**src/rtl/datapath_control_unit.sv**
```systemverilog
// Hardwired fetch/decode/execute sequencer for the phase-1 CPU datapath.
// Drives all datapath strobes, one-hot register selects and ALUselect.
module datapath_control_unit #(
    parameter int ADDR_W = 4
) (
    input  logic                     clk,
    input  logic                     reset,
    input  logic [31:0]              IR,
    input  logic                     stop,
    output logic                     PCout,
    output logic                     MARin,
    output logic                     IncPC,
    output logic                     ZIn,
    output logic                     ZLowout,
    output logic                     ZHighout,
    output logic                     PCin,
    output logic                     Read,
    output logic                     MDRin,
    output logic                     MDRout,
    output logic                     IRin,
    output logic                     Yin,
    output logic                     HIin,
    output logic                     LOin,
    output logic [(1<<ADDR_W)-1:0]   Rin,
    output logic [(1<<ADDR_W)-1:0]   Rout,
    output logic [3:0]               ALUselect,
    output logic                     run
);

    localparam logic [4:0] OP_ADD  = 5'b00011;
    localparam logic [4:0] OP_SUB  = 5'b00100;
    localparam logic [4:0] OP_SHR  = 5'b00101;
    localparam logic [4:0] OP_SHL  = 5'b00110;
    localparam logic [4:0] OP_ROR  = 5'b00111;
    localparam logic [4:0] OP_ROL  = 5'b01000;
    localparam logic [4:0] OP_AND  = 5'b01001;
    localparam logic [4:0] OP_OR   = 5'b01010;
    localparam logic [4:0] OP_MUL  = 5'b01111;
    localparam logic [4:0] OP_DIV  = 5'b10000;
    localparam logic [4:0] OP_HALT = 5'b11011;

    typedef enum logic [3:0] {
        RST, T0, T1, T2, T3, T4, T5, T6, HALT
    } state_t;

    state_t state;

    logic [4:0]        opcode;
    logic [ADDR_W-1:0] ra, rb, rc;
    logic              is_exec;
    logic              is_muldiv;
    logic [3:0]        alu_code;
    logic              unused_bits;

    assign opcode      = IR[31:27];
    assign ra          = IR[26 -: ADDR_W];
    assign rb          = IR[22 -: ADDR_W];
    assign rc          = IR[18 -: ADDR_W];
    assign unused_bits = ^IR[14:0];
    assign is_muldiv   = (opcode == OP_MUL) || (opcode == OP_DIV);

    always_comb begin
        is_exec  = 1'b1;
        alu_code = '0;
        case (opcode)
            OP_ADD:  alu_code = 4'b0001;
            OP_SUB:  alu_code = 4'b0010;
            OP_SHR:  alu_code = 4'b0111;
            OP_SHL:  alu_code = 4'b1000;
            OP_ROR:  alu_code = 4'b1001;
            OP_ROL:  alu_code = 4'b1010;
            OP_AND:  alu_code = 4'b0011;
            OP_OR:   alu_code = 4'b0100;
            OP_MUL:  alu_code = 4'b0101;
            OP_DIV:  alu_code = 4'b0110;
            default: is_exec  = 1'b0;
        endcase
    end

    always_ff @(posedge clk) begin
        if (reset) begin
            state <= RST;
        end else begin
            case (state)
                RST:  state <= T0;
                T0:   state <= stop ? HALT : T1;
                T1:   state <= T2;
                T2:   state <= T3;
                // Unknown opcodes behave as nop and go straight back to fetch.
                T3: begin
                    if (is_exec)                  state <= T4;
                    else if (opcode == OP_HALT)   state <= HALT;
                    else                          state <= T0;
                end
                T4:   state <= T5;
                T5:   state <= is_muldiv ? T6 : T0;
                T6:   state <= T0;
                HALT: state <= HALT;
                default: state <= RST;
            endcase
        end
    end

    // IR is decoded combinationally so T3 sees the instruction loaded at the end of T2.
    always_comb begin
        PCout     = 1'b0;
        MARin     = 1'b0;
        IncPC     = 1'b0;
        ZIn       = 1'b0;
        ZLowout   = 1'b0;
        ZHighout  = 1'b0;
        PCin      = 1'b0;
        Read      = 1'b0;
        MDRin     = 1'b0;
        MDRout    = 1'b0;
        IRin      = 1'b0;
        Yin       = 1'b0;
        HIin      = 1'b0;
        LOin      = 1'b0;
        Rin       = '0;
        Rout      = '0;
        ALUselect = '0;
        run       = (state != RST) && (state != HALT);
        case (state)
            T0: begin
                PCout = 1'b1;
                MARin = 1'b1;
                IncPC = 1'b1;
                ZIn   = 1'b1;
            end
            T1: begin
                ZLowout = 1'b1;
                PCin    = 1'b1;
                Read    = 1'b1;
                MDRin   = 1'b1;
            end
            T2: begin
                MDRout = 1'b1;
                IRin   = 1'b1;
            end
            T3: begin
                if (is_exec) begin
                    Rout[rb] = 1'b1;
                    Yin      = 1'b1;
                end
            end
            T4: begin
                Rout[rc]  = 1'b1;
                ALUselect = alu_code;
                ZIn       = 1'b1;
            end
            T5: begin
                ZLowout = 1'b1;
                if (is_muldiv) LOin    = 1'b1;
                else           Rin[ra] = 1'b1;
            end
            T6: begin
                ZHighout = 1'b1;
                HIin     = 1'b1;
            end
            default: ;
        endcase
    end

endmodule

```
**config.mk**
```make
export PLATFORM = sky130hd
export DESIGN_NAME = datapath_control_unit
export DESIGN_NICKNAME = d
export VERILOG_FILES = /design/src/rtl/datapath_control_unit.sv
export SDC_FILE = /design/constraint.sdc
export NUM_CORES = 1
export LEC_CHECK = 0
export CAP_MARGIN = 20
export CORE_MARGIN = 2
export CORE_UTILIZATION = 35
export CTS_BUF_LIST = sky130_fd_sc_hd__clkbuf_16
export DETAILED_ROUTE_END_ITERATION = 8
export PLACE_DENSITY = 0.87
export SYNTH_ARGS = -nofsm -noshare
export SYNTH_HDL_FRONTEND = slang
export SYNTH_SLANG_ARGS = --single-unit
```
**constraint.sdc**
```tcl
create_clock -name clk -period 3.55 [get_ports clk]
set_clock_uncertainty 0.15 [all_clocks]
set_input_delay 0.5325 -clock clk [delete_from_list [all_inputs] [get_ports clk]]
set_output_delay 0.5325 -clock clk [all_outputs]
set_load 0.01 [all_outputs]
```
## Word level (Yosys, flattened, before mapping)

Index checks and enable logic that the tools add are counted.

| storage, ports and cells | value |
|---|---|
| flip-flop bits (word level) | 4 |
| input port bits | 35 |
| output and inout port bits | 51 |
| word-level logic and storage cells | 66 |

| cells by class | value |
|---|---|
| reduce and logical (&&, ||, !) cells | 11 |
| equal/unequal tests | 20 |
| $lt $le $gt $ge | 6 |
| mux-type cells | 28 |

Operators with widths:

| cell | number |
|---|---|
| 16-bit two-way mux | 3 |
| 4-bit one-hot mux with 10 select lines | 1 |
| 16-bit one-hot mux with 2 select lines | 1 |
| 4-bit one-hot mux with 8 select lines | 1 |
| 5-bit by 3-bit == test with 1-bit output, second input constant | 4 |
| 5-bit by 4-bit == test with 1-bit output, second input constant | 4 |
| 4-bit by 3-bit == test with 1-bit output, second input constant | 4 |
| 4-bit two-way mux | 4 |
| 4-bit by 5-bit < comparator with 1-bit output, second input constant | 3 |
| 1-bit two-way mux | 14 |
| 1-bit demux with 4-bit select | 3 |
| 4-bit by 1-bit >= comparator with 1-bit output, second input constant | 3 |
| 5-bit == test, second input constant | 2 |
| 10-bit OR reduction | 1 |
| 4-bit by 2-bit == test with 1-bit output, second input constant | 2 |
| 2-bit OR reduction | 3 |
| 5-bit by 2-bit == test with 1-bit output, second input constant | 1 |
| 4-bit by 1-bit == test with 1-bit output, second input constant | 1 |
| 4-bit == test, second input constant | 1 |
| 1-bit logical AND | 4 |
| 4-bit logical NOT | 1 |
| 4-bit != test, second input constant | 1 |
| 4-bit nonzero test | 1 |
| 3-bit two-way mux | 1 |
| 1-bit logical OR | 1 |

## Longest topological paths before layout

| depth | value |
|---|---|
| word-level depth | 6 |
| depth in mapped cells | 7 |
| gate-level depth less buffers | 4 |

## Worst setup path after synthesis

No wires, ideal clock.

| timing path | value |
|---|---|
| kind | input -> output |
| from | input port IR[30] |
| to | output port Rout[12] |
| arrival time | 1.830 ns |
| required time | 2.867 ns |
| setup slack | 1.038 ns |
| stages | 6 |
| path buffers | 2 |
| cell sequence | clkbuf_2 -> or3b_4 -> o32ai_1 -> o21ba_1 -> buf_6 -> o31ai_1 |

| between the ends | value |
|---|---|
| word-level cells in the longest chain between the ends | 5 |
| elaborated cells on any way between the ends | 14 |
| those cells by class | eq/ne: 10; mux: 3; reduce/logical: 1 |

Ends and longest elaborated chain:

| what | RTL line | RTL |
|---|---|---|
| start, declared | 8 | `input logic [31:0] IR,` |
| 5-bit by 4-bit == test with 1-bit output, or another cell as far along | 65 | `case (opcode)` |
| 10-bit OR reduction (no line) * | - |  |
| 1-bit two-way mux * | 65 |  |
| 16-bit two-way mux * | 142 | `if (is_exec) begin` |
| 16-bit one-hot mux with 2 select lines * | 124 | `case (state)` |
| end, declared | 25 | `output logic [(1<<ADDR_W)-1:0] Rout,` |

Mark *: on every way between the ends. The rest lies on a longest branch, timed or not.

## Final worst setup path

| timing path | value |
|---|---|
| from | input port IR[31] |
| to | output port Rout[0] |

Same word-level chain as after synthesis.

==> results.json <==
{
  "synth-seq-area-share": 0.0727,
  "stdcell_area_um2": 1860,
  "dieArea_um2": 3610,
  "layout-drive-gt1-share": 0.137,
  "avgSynthCellArea_um2": 6.52,
  "fp.coreArea_um2": 3030,
  "dr.pass1.iters": 4,
  "antenna_found_initial": 0,
  "syn_nets": 204,
  "setup_slack_ns": 0.169,
  "fmax_mhz": 296,
  "rows": 20,
  "cts_root_buf": "clkbuf_16",
  "crit_type": "in2out",
  "gp_congestion": 0.879,
  "slew_violations": 0,
  "port_buffers": 70,
  "drcViolationCount": 0,
  "wl_per_cell_um": 12.3,
  "seq_area_um2": 80.1,
  "htree_levels": 1,
  "pre_cts_ws_ns": 0.103,
  "finalCoreUtilization": 0.615,
  "syn_inst": 169,
  "fp.dieH_um": 60.1,
  "reg_top3": "state (4)",
  "grt_max_degree": 16,
  "cpMostUsedCell": "clkdlybuf4s50_1",
  "ant_nets": 0,
  "highest_layer": "met4",
  "hold_buffers": 0,
  "mostFrequentLayoutCell": "clkdlybuf4s50_1",
  "hold_class": "reg2reg",
  "initial_core_util": 0.364,
  "area_growth_pct": 69.1,
  "hold_viol_final": 0,
  "start_kind": "input port",
  "clkSinkCount": 4,
  "clockBufferDepth": 2,
  "path_cells": "clkdlybuf4s50_1, or3b_4, o32ai_1, o21ba_2, buf_4, o21ai_2, clkdlybuf4s50_1",
  "placed_cell_area_um2": 1790,
  "mostFrequentLayoutCells": "70 x clkdlybuf4s50_1, 27 x nand2_1, 24 x nor2_1",
  "yosysWarnings": 0,
  "synth_ff_type": "dfxtp_1",
  "grt_pass1_vias": 1355,
  "crit_family": "buffers and inverters",
  "ys_ff_latch": 4,
  "largest_reg_flops": 4,
  "cpPeakStageDelay_ns": 0.55,
  "vias": 1442,
  "drtIter0Drc": 83,
  "async_flop_share": 0,
  "finalSetupTns_ns": 0,
  "multi_input_area_um2": 876,
  "nets": 270,
  "synth_edf_count": 0,
  "rsz0062_at_grt": "no",
  "maxCapViolCount": 0,
  "outcome": "completed",
  "via_per_inst": 5.21,
  "hpwl_mm": 2.76,
  "ir_drop_mv": 0.155,
  "grt_pass1_wl_mm": 5.60,
  "cp_num_buf_inv": 3,
  "num-fill-cells": 275,
  "wl_met1_mm": 1.49,
  "numCtsBuffers": 3,
  "clk_pin_slew_ns": 0.03,
  "synth.cell_area_um2": 1100,
  "top_register": "state",
  "p_leak_uw": 0.000593,
  "max_slew_margin": 0.568,
  "wl_mm": 3.42,
  "fin_crit_ns": 3.38,
  "critPathSlowestCell": "clkdlybuf4s50_1",
  "power_density_nw_per_um2": 199,
  "crit_required_ns": 2.87,
  "die_w_um": 60.1,
  "grt.overflow.total": 0,
  "worstPathMaxFanout": 10,
  "total_power_uw": 370,
  "grt.total_usage": 0.198,
  "end_kind": "output port",
  "fin_crit_sh": 0.952,
  "tritoncts": "done",
  "clkLatencyLatePin_ns": 0.23,
  "tightest_slew_ns": 0.639,
  "routed-wl-met3_um": 261,
  "diodes": 0,
  "routed-wl-met2_mm": 1.57,
  "ios": 86,
  "finalSetupViolations": 0,
  "critical_path_arrival_ns": 2.70,
  "ys_types": 49
}
[metrics by stage]
step	hold WS (ns)	cells
after global placement	0.478	274
after detailed placement	0.516	274
after global routing	0.560	277
after CTS	0.529	277
final	0.522	277
after floorplan	0.422	169
[logic make-up after synthesis]
| family | count (synthesis) | share of synthesized area |
|---|---|---|
| AO/OA/AOI/OAI | 32 | 0.242 |
| XOR/XNOR | 2 | 0.0159 |
| buffers and inverters | 20 | 0.132 |
| flip-flops | 4 | 0.0727 |
| multiplexers | 2 | 0.0193 |
| AND/OR/NAND/NOR | 109 | 0.518 |
[power breakdown]
| part | internal (µW) | switching [µW] | leakage [µW] | total [µW] |
|---|---|---|---|---|
| registers | 48.5 | 7.47 | 0.0000328 | 56.0 |
| clock network | 144 | 35.6 | 0.0000370 | 180 |
| logic | 68.7 | 65.4 | 0.000523 | 134 |
[worst paths after layout]
check	cells after the start	start	end	slack (ns)
min reg2reg	1	state[3]	state[0]	0.52
min	1	state[3]	state[0]	0.52
max reg2reg	3	state[2]	state[3]	2.02
max	7	IR[31]	Rout[0]	0.17
[cells in the mapped netlist, types with 2 or more instances]
library cell | instances | share of area
nand2_1 | 27 | 0.092
nor2_1 | 24 | 0.082
nor3_1 | 16 | 0.073
nand3_1 | 9 | 0.041
o21ai_2 | 9 | 0.072
o31ai_1 | 8 | 0.055
buf_4 | 7 | 0.048
nor2b_1 | 6 | 0.034
nand2b_1 | 5 | 0.028
clkbuf_1 | 4 | 0.014
dfxtp_1 | 4 | 0.073
nor3b_1 | 3 | 0.020
o22a_2 | 3 | 0.027
a21oi_1 | 2 | 0.0091
and2b_2 | 2 | 0.016
buf_6 | 2 | 0.020
inv_1 | 2 | 0.0068
nand3b_1 | 2 | 0.014
nand4_1 | 2 | 0.011
nand4b_1 | 2 | 0.016
or3_1 | 2 | 0.011
[per-layer routing]
| layer | up-vias | GRT usage |
|---|---|---|
| met1 | 630 | 0.222 |
| li1 | 734 | - |
| met4 | 0 | 0.0921 |
| met2 | 67 | 0.351 |
| met3 | 11 | 0.0411 |
| met5 | - | 0 |
[timing repair]
action,4_1_cts,5_1_grt
setup buffers,0,0
gates resized for setup,0,1
endpoints found under the setup margin,0,12
[final cells by class]
cell class | instances | area share
clock buffers | 3 | 0.0403
multi-input cells | 145 | 0.470
repair buffers | 79 | 0.413
well taps | 44 | 0.0296
inverters | 2 | 0.00403
flip-flops and latches | 4 | 0.0430
No activity file was read; power rests on OpenSTA's default activity.
